==> config.mk <==
export PLATFORM = sky130hd
export DESIGN_NAME = nx_ram_req_ctrl
export DESIGN_NICKNAME = d
export VERILOG_FILES = /design/src/rtl/nx_ram_req_ctrl_pkg.sv /design/src/rtl/nx_fifo.sv /design/src/rtl/nx_ram_req_ctrl.sv
export SDC_FILE = /design/constraint.sdc
export NUM_CORES = 1
export LEC_CHECK = 0
export CAP_MARGIN = 20
export CORE_MARGIN = 8
export CORE_UTILIZATION = 48
export CTS_CLUSTER_DIAMETER = 120
export CTS_CLUSTER_SIZE = 14
export DETAILED_ROUTE_END_ITERATION = 12
export GPL_ROUTABILITY_DRIVEN = 0
export PLACE_DENSITY_LB_ADDON = 0.2
export REMOVE_ABC_BUFFERS = 1
export SLEW_MARGIN = 5
export SYNTH_ARGS = -nofsm -noshare
export SYNTH_HDL_FRONTEND = slang
export SYNTH_SLANG_ARGS = --single-unit
==> constraint.sdc <==
create_clock -name i_clk_a -period 3.8 [get_ports i_clk_a]
set_clock_uncertainty 0.05 [all_clocks]
set_input_delay 0.95 -clock i_clk_a [delete_from_list [all_inputs] [get_ports i_clk_a]]
set_output_delay 0.95 -clock i_clk_a [all_outputs]
set_load 0.03 [all_outputs]
==> src/rtl/nx_ram_req_ctrl_pkg.sv <==
// -----------------------------------------------------------------------------
// nx_ram_req_ctrl_pkg
//   Shared constants and elaboration helpers for the RAM request controller
//   and its response FIFO. Holds no types; the blocks use plain logic ports.
// -----------------------------------------------------------------------------
package nx_ram_req_ctrl_pkg;

    // Widest data word the attached block RAM port supports.
    localparam int MAX_DATA_WIDTH = 36;

    // True when value is a non-zero power of two.
    function automatic bit is_pow2(input int value);
        return (value > 0) && ((value & (value - 1)) == 0);
    endfunction

endpackage : nx_ram_req_ctrl_pkg

==> src/rtl/nx_fifo.sv <==
// -----------------------------------------------------------------------------
// nx_fifo
//   Small synchronous FIFO used as the read response buffer. The head entry
//   is presented combinationally on o_pop_data and reads as zero when empty,
//   so the consumer sees a clean zero out of reset.
//
// Ports
//   i_clk_a      clock
//   i_rst_a      asynchronous active-high reset, empties the FIFO
//   i_push       write i_push_data at the tail (ignored when full)
//   i_push_data  data to write
//   i_pop        drop the head entry (ignored when empty)
//   o_pop_data   head entry, zero when empty
//   o_full       DEPTH entries held
//   o_empty      no entries held
// -----------------------------------------------------------------------------
module nx_fifo
    import nx_ram_req_ctrl_pkg::*;
#(
    parameter int DEPTH = 4,
    parameter int WIDTH = 32
) (
    input  logic             i_clk_a,
    input  logic             i_rst_a,
    input  logic             i_push,
    input  logic [WIDTH-1:0] i_push_data,
    input  logic             i_pop,
    output logic [WIDTH-1:0] o_pop_data,
    output logic             o_full,
    output logic             o_empty
);

    localparam int PTR_W = $clog2(DEPTH);

    if (!is_pow2(DEPTH) || DEPTH < 2) begin : g_bad_depth
        $error("nx_fifo: DEPTH must be a power of two and at least 2");
    end

    // One extra pointer bit distinguishes full from empty when the
    // index bits match.
    logic [PTR_W:0]   wr_ptr_q;
    logic [PTR_W:0]   rd_ptr_q;
    logic [WIDTH-1:0] mem_q [DEPTH];

    logic do_push;
    logic do_pop;

    assign o_empty = (wr_ptr_q == rd_ptr_q);
    assign o_full  = (wr_ptr_q[PTR_W] != rd_ptr_q[PTR_W]) &&
                     (wr_ptr_q[PTR_W-1:0] == rd_ptr_q[PTR_W-1:0]);

    assign do_push = i_push & ~o_full;
    assign do_pop  = i_pop & ~o_empty;

    assign o_pop_data = o_empty ? '0 : mem_q[rd_ptr_q[PTR_W-1:0]];

    always_ff @(posedge i_clk_a or posedge i_rst_a) begin
        if (i_rst_a) begin
            wr_ptr_q <= '0;
            rd_ptr_q <= '0;
        end else begin
            // NOTE: non-blocking assignments keep every flop sampling the
            // pre-edge values, whatever order the statements appear in.
            if (do_push) wr_ptr_q <= wr_ptr_q + 1'b1;
            if (do_pop)  rd_ptr_q <= rd_ptr_q + 1'b1;
        end
    end

    // NOTE: the storage array is deliberately not reset; the pointers define
    // which entries are meaningful and the output is masked while empty.
    always_ff @(posedge i_clk_a) begin
        if (do_push) mem_q[wr_ptr_q[PTR_W-1:0]] <= i_push_data;
    end

endmodule : nx_fifo

==> src/rtl/nx_ram_req_ctrl.sv <==
// -----------------------------------------------------------------------------
// nx_ram_req_ctrl
//   Request front end for one port of a block RAM. Requests are passed to
//   the RAM combinationally in the cycle they are accepted; read data is
//   captured into a response FIFO when it appears on the RAM output and is
//   returned in request order. A credit counter sized to the FIFO stops
//   accepting reads once every FIFO slot is spoken for, so the FIFO can
//   never overflow and no read ever has to be stalled inside the RAM.
//
// Ports
//   i_clk_a, i_rst_a     clock, asynchronous active-high reset
//   i_req_*/o_req_ready  request channel (valid/ready, write flag, addr, data)
//   o_rsp_*/i_rsp_ready  read response channel (valid/ready, data)
//   o_ram_*              RAM port A enable, write enable, address, write data
//   i_ram_rd_data        RAM port A read data
//   o_busy               reads in flight or responses buffered
// -----------------------------------------------------------------------------
module nx_ram_req_ctrl
    import nx_ram_req_ctrl_pkg::*;
#(
    parameter int ADDRESS_WIDTH = 10,
    parameter int DATA_WIDTH    = 32,
    parameter int REGISTER_RD   = 0,
    parameter int RSP_DEPTH     = 4
) (
    input  logic                     i_clk_a,
    input  logic                     i_rst_a,

    input  logic                     i_req_valid,
    output logic                     o_req_ready,
    input  logic [ADDRESS_WIDTH-1:0] i_req_addr,
    input  logic                     i_req_write,
    input  logic [DATA_WIDTH-1:0]    i_req_wr_data,

    output logic                     o_rsp_valid,
    input  logic                     i_rsp_ready,
    output logic [DATA_WIDTH-1:0]    o_rsp_data,

    output logic                     o_ram_en,
    output logic                     o_ram_wr_en,
    output logic [ADDRESS_WIDTH-1:0] o_ram_addr,
    output logic [DATA_WIDTH-1:0]    o_ram_wr_data,
    input  logic [DATA_WIDTH-1:0]    i_ram_rd_data,

    output logic                     o_busy
);

    // A read spends one cycle in the RAM array plus one more when the RAM
    // output register is enabled.
    localparam int PIPE_LEN = 1 + REGISTER_RD;
    localparam int CREDIT_W = $clog2(RSP_DEPTH) + 1;

    if (DATA_WIDTH < 1 || DATA_WIDTH > MAX_DATA_WIDTH) begin : g_bad_width
        $error("nx_ram_req_ctrl: DATA_WIDTH must be 1..36");
    end
    if (REGISTER_RD != 0 && REGISTER_RD != 1) begin : g_bad_reg_rd
        $error("nx_ram_req_ctrl: REGISTER_RD must be 0 or 1");
    end

    logic [CREDIT_W-1:0] credit_q;
    logic [CREDIT_W-1:0] credit_d;
    logic [PIPE_LEN-1:0] pipe_q;
    logic [PIPE_LEN-1:0] pipe_d;

    logic req_hs;
    logic rd_hs;
    logic rsp_hs;
    logic fifo_push;
    logic fifo_full;
    logic fifo_empty;

    // Ready depends only on the credit register, never on the request inputs.
    assign o_req_ready = (credit_q != '0);

    assign req_hs = i_req_valid & o_req_ready;
    assign rd_hs  = req_hs & ~i_req_write;
    assign rsp_hs = o_rsp_valid & i_rsp_ready;

    assign o_ram_en      = req_hs;
    assign o_ram_wr_en   = req_hs & i_req_write;
    assign o_ram_addr    = i_req_addr;
    assign o_ram_wr_data = i_req_wr_data;

    // Credit tracks FIFO slots not yet claimed by an outstanding read.
    // Writes never produce a response, so they never spend credit.
    always_comb begin
        // NOTE: assigning the default first means every path writes
        // credit_d, so no latch is inferred.
        credit_d = credit_q;
        if (rd_hs && !rsp_hs) begin
            credit_d = credit_q - CREDIT_W'(1);
        end else if (!rd_hs && rsp_hs) begin
            credit_d = credit_q + CREDIT_W'(1);
        end
    end

    // Bit 0 marks a read issued last cycle; the top bit marks the cycle in
    // which that read's data sits on i_ram_rd_data.
    if (PIPE_LEN == 1) begin : g_pipe_short
        assign pipe_d = rd_hs;
    end else begin : g_pipe_long
        assign pipe_d = {pipe_q[PIPE_LEN-2:0], rd_hs};
    end

    always_ff @(posedge i_clk_a or posedge i_rst_a) begin
        if (i_rst_a) begin
            credit_q <= CREDIT_W'(RSP_DEPTH);
            pipe_q   <= '0;
        end else begin
            credit_q <= credit_d;
            pipe_q   <= pipe_d;
        end
    end

    assign fifo_push = pipe_q[PIPE_LEN-1];

    nx_fifo #(
        .DEPTH (RSP_DEPTH),
        .WIDTH (DATA_WIDTH)
    ) u_rsp_fifo (
        .i_clk_a     (i_clk_a),
        .i_rst_a     (i_rst_a),
        .i_push      (fifo_push),
        .i_push_data (i_ram_rd_data),
        .i_pop       (rsp_hs),
        .o_pop_data  (o_rsp_data),
        .o_full      (fifo_full),
        .o_empty     (fifo_empty)
    );

    assign o_rsp_valid = ~fifo_empty;
    assign o_busy      = (|pipe_q) | ~fifo_empty;

    // The credit scheme makes this unreachable; firing means the credit
    // accounting and the FIFO depth have drifted apart.
    a_no_overflow : assert property (
        @(posedge i_clk_a) disable iff (i_rst_a) !(fifo_push && fifo_full)
    ) else $error("nx_ram_req_ctrl: push into full response FIFO");

endmodule : nx_ram_req_ctrl

======== Word level (Yosys, flattened, before mapping) ========
Memories as Yosys holds them, arrays and structs flattened.
Cells that the tools add are included.
storage, ports and cells
  memory bits (writable) .................. 128
  bits in latches ......................... 0
  input port bits ......................... 79
  output and inout port bits .............. 79
  memory bits (read-only) ................. 0
  memories kept ........................... 1
  register bits ........................... 10
operators by class
  shifts and indexed selects .............. 0
  order comparisons ....................... 0
  add/sub/neg operators ................... 4
  bitwise operators ....................... 10
  muxes and demuxes ....................... 5
  equality and inequality tests ........... 3
  div/mod/pow operators ................... 0
  $mul .................................... 0
  reductions and logical operators ........ 7
memory list
  memory            words  bits a word  read ports  clocked after memory_dff  wr ports  line           text
  u_rsp_fifo.mem_q  4      32           1           0                         1         nx_fifo.sv:43  logic [WIDTH-1:0] mem_q [DEPTH];
operators with widths
  cell                                                                 number
  32-bit two-way mux                                                   1
  3-bit by 1-bit adder with 3-bit output (second input constant)       3
  1-bit AND                                                            6
  3-bit two-way mux                                                    2
  3-bit == test                                                        1
  1-bit logical AND                                                    3
  1-bit inverter                                                       3
  3-bit nonzero test                                                   1
  3-bit by 1-bit subtractor with 3-bit output (second input constant)  1
  2-bit == test                                                        1
  1-bit zero test                                                      2
  1-bit two-way mux                                                    2
  2-bit nonzero test                                                   1
  1-bit inequality test                                                1
  1-bit OR                                                             1

======== Longest topological paths before layout ========
  depth in word-level cells ............... 7
  depth in mapped cells ................... 9

======== By module ========
From an unflattened synthesis, not the netlist that was laid out.
unflattened totals
  cell total of the unflattened synthesis .. 314
  area, all modules ....................... 5915.7 sq um
modules (own cells, without submodules)
  module           cells each  instances  seq. area each (sq um)  area each (sq um)
  nx_fifo          249         1          3993.8                  5352.6
  nx_ram_req_ctrl  65          1          101.3                   563.0

======== Worst setup path before layout ========
Ideal clock, no wire load.
  path type ............................... reg2reg
  from .................................... register u_rsp_fifo.rd_ptr_q[1]
  to ...................................... memory u_rsp_fifo.mem_q[3][0] (enable)
  library setup time ...................... 0.425 ns
  data arrival time ....................... 2.472 ns
  stages on the path, launching flop included .. 5
  setup slack ............................. 0.854 ns
  path buffers ............................ 1
  path through ............................ dfrtp_1 > buf_4 > xor2_2 > or3_1 > nor2b_1
on the way
  word-level cells in the longest chain between the ends .. 6
ends and longest elaborated chain
  what                                     line           text
  from (decl)                              nx_fifo.sv:42  logic [PTR_W:0] rd_ptr_q;
  from (signal assigned)                   nx_fifo.sv:65  if (do_pop) rd_ptr_q <= rd_ptr_q + 1'b1;
  2-bit == test                            nx_fifo.sv:50  (wr_ptr_q[PTR_W-1:0] == rd_ptr_q[PTR_W-1:0]);
  1-bit logical AND                        nx_fifo.sv:49  assign o_full = (wr_ptr_q[PTR_W] != rd_ptr_q[PTR_W]) &&
  1-bit inverter                           nx_fifo.sv:52  assign do_push = i_push & ~o_full;
  1-bit AND                                nx_fifo.sv:52
  1-bit two-way mux                        nx_fifo.sv:72  if (do_push) mem_q[wr_ptr_q[PTR_W-1:0]] <= i_push_data;
  1-bit two-way mux (implied by the code)  nx_fifo.sv:72
  to (decl)                                nx_fifo.sv:43
Every way passes these cells.

======== Worst setup path after layout ========
  from .................................... register u_rsp_fifo.rd_ptr_q[0]
  to ...................................... output port o_rsp_data[19]
on the way
  word-level cells in the longest chain between the ends .. 2
  elaborated cells between the ends (all ways) .. 3
ends and longest elaborated chain
  what                                                     line                   text
  memory read 4 x 32 bit or 3-bit == test (tied branches)  -
  32-bit two-way mux *                                     nx_fifo.sv:55          assign o_pop_data = o_empty ? '0 : mem_q[rd_ptr_q[PTR_W-1:0]];
  to (decl)                                                nx_ram_req_ctrl.sv:37  output logic [DATA_WIDTH-1:0] o_rsp_data,
Every way passes the cells marked *; elsewhere a longest branch is shown, timed or not.

==> key figures <==
Run status
  • Status: completed

Drt
  • Final ANT Viol Nets: 0
  • Final WL: between 10000 and 15000 µm
  • 1st-pass router iterations: 4
  • DR WL/cell: roughly 24 µm
  • Vias per cell: approximately 5.5
  • Drt drc: 0
  • Vias: between 2000 and 3000
  • Iteration-0 DRC Markers: 203

Worst setup path
  • Crit path DAT: about 2600 ps
  • Worst setup SP type: flip-flop
  • Worst-path maximum fanout: 31
  • Worst Path Required: 2800 ps
  • Critical path class: flip-flop to output port
  • CP Capture Type: output port

Synth
  • Ys Warns: 0
  • Avg Inst Size Synth: ~19 µm²
  • Yosys top cell by area: edfxtp_1
  • Synthesized area: between 0.005 and 0.006 mm²
  • Dominant cells by area after synthesis: edfxtp_1, mux4_2, buf_4
  • Area share of the largest cell type after synthesis: about two thirds
  • Post-Syn Instances: about 310
  • EDFF count, synth: ~130
  • Sequential fraction of the synthesis area: between 60% and 70%
  • Yosys cell types: 32
  • Primary FF master, synth: edfxtp_1
  • Async SR Flop Fraction: 7.25%
  • Yosys reg bits: 138

STA
  • Relative slew slack: a little over two fifths
  • Total Neg Setup Slack: 0 ps
  • RSZ-0062 raised after global routing: no
  • Fin. max-slew vios: 0
  • Final setup viols: 0
  • Fmax: roughly 280 MHz
  • Hold WS: between 400 and 500 ps
  • Final Hold Vio Count: 0
  • Final min period: 3590 ps
  • Slew @ Worst Pin: between 800 and 900 ps
  • Final period utilization: a little over nine tenths

Clock network
  • Post-CTS Setup Inserts: 0
  • Clock sink count: 138
  • CTS Buf Count: 17
  • Hold-fix buffers, CTS: 0
  • Clock tree buffer depth: 2
  • Post-CTS sizing: 0
  • CTS clock-pin slew for the worst setup and hold paths: approximately 60 ps
  • CTS tree: done
  • Clk root buf: clkbuf_16
  • # H-tree levels: 4
  • Worst skew pair latency: roughly 400 ps

Placed design
  • Detailed Place HPWL: 7720 µm
  • Number of buffers added on ports: 73

Hold path
  • Hold Crit Class: flip-flop to flip-flop

Pwr
  • Tot Pwr: roughly 6.2 mW
  • P_leak: about 2.3 nW
  • Cell area power density: 889 mW/mm²
  • Peak supply drop: ~0.00057 V

Layout
  • Layout cells sized above 1: around 20%
  • Fin nets: 442
  • FF+latch area: ~0.0041 mm²
  • Antenna Diode Count: 0
  • # fillers: 928
  • Area growth syn-to-layout: 18.9%
  • Multi-input logic area: between 0.001 and 0.0015 mm²
  • Final Util: between 50 and 60%

Floorplanning
  • DIE AREA: approximately 0.016 mm²
  • Number of I/O pins: between 150 and 200
  • Starting Density: 49.1%
  • Die width: between 100 and 150 µm
  • Core Rows: 40
  • Die height: 127 µm
  • Area of the core: ~0.012 mm²

Global route
  • GRT overflow: 0
  • Largest net degree at the start of global routing: 37
  • All-layer global routing usage: between 10% and 20%
  • Antenna violations before repair: 1
  • First-pass GRT wire length: around 18000 µm
  • Vias in the first global route: 3000

Job
  • Max-Cap Viols: 0
path summary, 6_finish.rpt:
kind	start	end	slack (ps)	cells after the start
setup reg to reg	u_rsp_fifo.wr_ptr_q[1]	u_rsp_fifo.mem_q[3][16]	1430	4
max in group asynchronous	i_rst_a	credit_q[2]	2570	2
hold reg to reg	credit_q[0]	credit_q[0]	460	1
setup / recovery	u_rsp_fifo.rd_ptr_q[0]	o_rsp_data[19]	210	4
hold / removal	credit_q[0]	credit_q[0]	460	1
min in group asynchronous	i_rst_a	credit_q[0]	800	2
cell usage in the layout (no fill, tap or decap), types with 2 or more instances in the layout:
cell type,instances
dfrtp_2,2
or3_1,2
clkbuf_1,4
a21oi_1,4
o31ai_1,3
nand2b_1,3
bufinv_16,2
and3_2,3
buf_4,4
nand2_1,2
xor2_1,2
a211oi_1,2
clkdlybuf4s50_1,73
clkinv_1,3
nor2_1,2
mux4_2,32
xor2_2,2
clkbuf_16,17
o311ai_1,2
nor2b_1,33
ha_1,6
inv_1,7
edfxtp_1,128
xnor2_1,6
clkinv_2,3
dfrtp_1,7
cell families after synthesis:
| family | share of synthesized area (%) |
|---|---|
| flops | 69.5 |
| buf+inv | 7.47 |
| simple gates | 5.33 |
| mux | 12.4 |
| compound gates | 1.49 |
| xor+xnor | 2.21 |
| fa+ha+maj | 1.61 |
power breakdown:
| part | internal [mW] | total [mW] | switching (mW) | leakage, nW |
|---|---|---|---|---|
| Clock | 0.952 | 1.52 | 0.565 | 0.263 |
| Sequential | 1.89 | 2.00 | 0.111 | 1.28 |
| Combinational | 1.19 | 2.71 | 1.53 | 0.798 |
| Total | 4.03 | 6.23 | 2.20 | 2.34 |
layout make-up:
| type | count | area share [%] |
|---|---|---|
| clock buffers | 21 | 6.29 |
| clock inverters | 10 | 1.46 |
| inverters | 8 | 0.429 |
| multi-input cells | 113 | 19.5 |
| flip-flops and latches | 138 | 58.5 |
| well taps | 147 | 2.63 |
| repair buffers | 78 | 11.1 |
routing by layer:
layer	wire length [µm]	track usage (%)
met4	167	6.44
met1	5130	19.2
met5	129	5.86
met2	5230	21.4
met3	1530	10.6
worst max-delay path: stages (launching register included):
cell	delay (ps)
dfrtp_2	510
buf_12	290
mux4_2	550
nor2b_1	180
clkdlybuf4s50_1	620
cell usage after synthesis (3+ instances only):
master    number
buf_6          6
ha_1           6
edfxtp_1     128
a21oi_1        4
buf_4         44
mux4_2        32
nor2b_1       34
inv_1          7
o31ai_1        3
dfrtp_1        9
and3_1         4
nand2b_1       3
xnor2_1        6
flip-flops by register name, indices dropped and copies added, names as in the netlist:
signal	count
u_rsp_fifo.mem_q	128
fifo_push	1
credit_q	3
u_rsp_fifo.wr_ptr_q	3
u_rsp_fifo.rd_ptr_q	3
per-stage QoR:
stage	std cells	worst slack (ps)	cell area, µm²
4_1_cts	515	176	7000
6_report	515	212	7000
3_5_place_dp	484	559	6460
5_1_grt	515	65.5	7000
3_3_place_gp	484	554	6460
2_1_floorplan	259	-231	5480
Note: power is estimated with default switching activity, not from simulation.
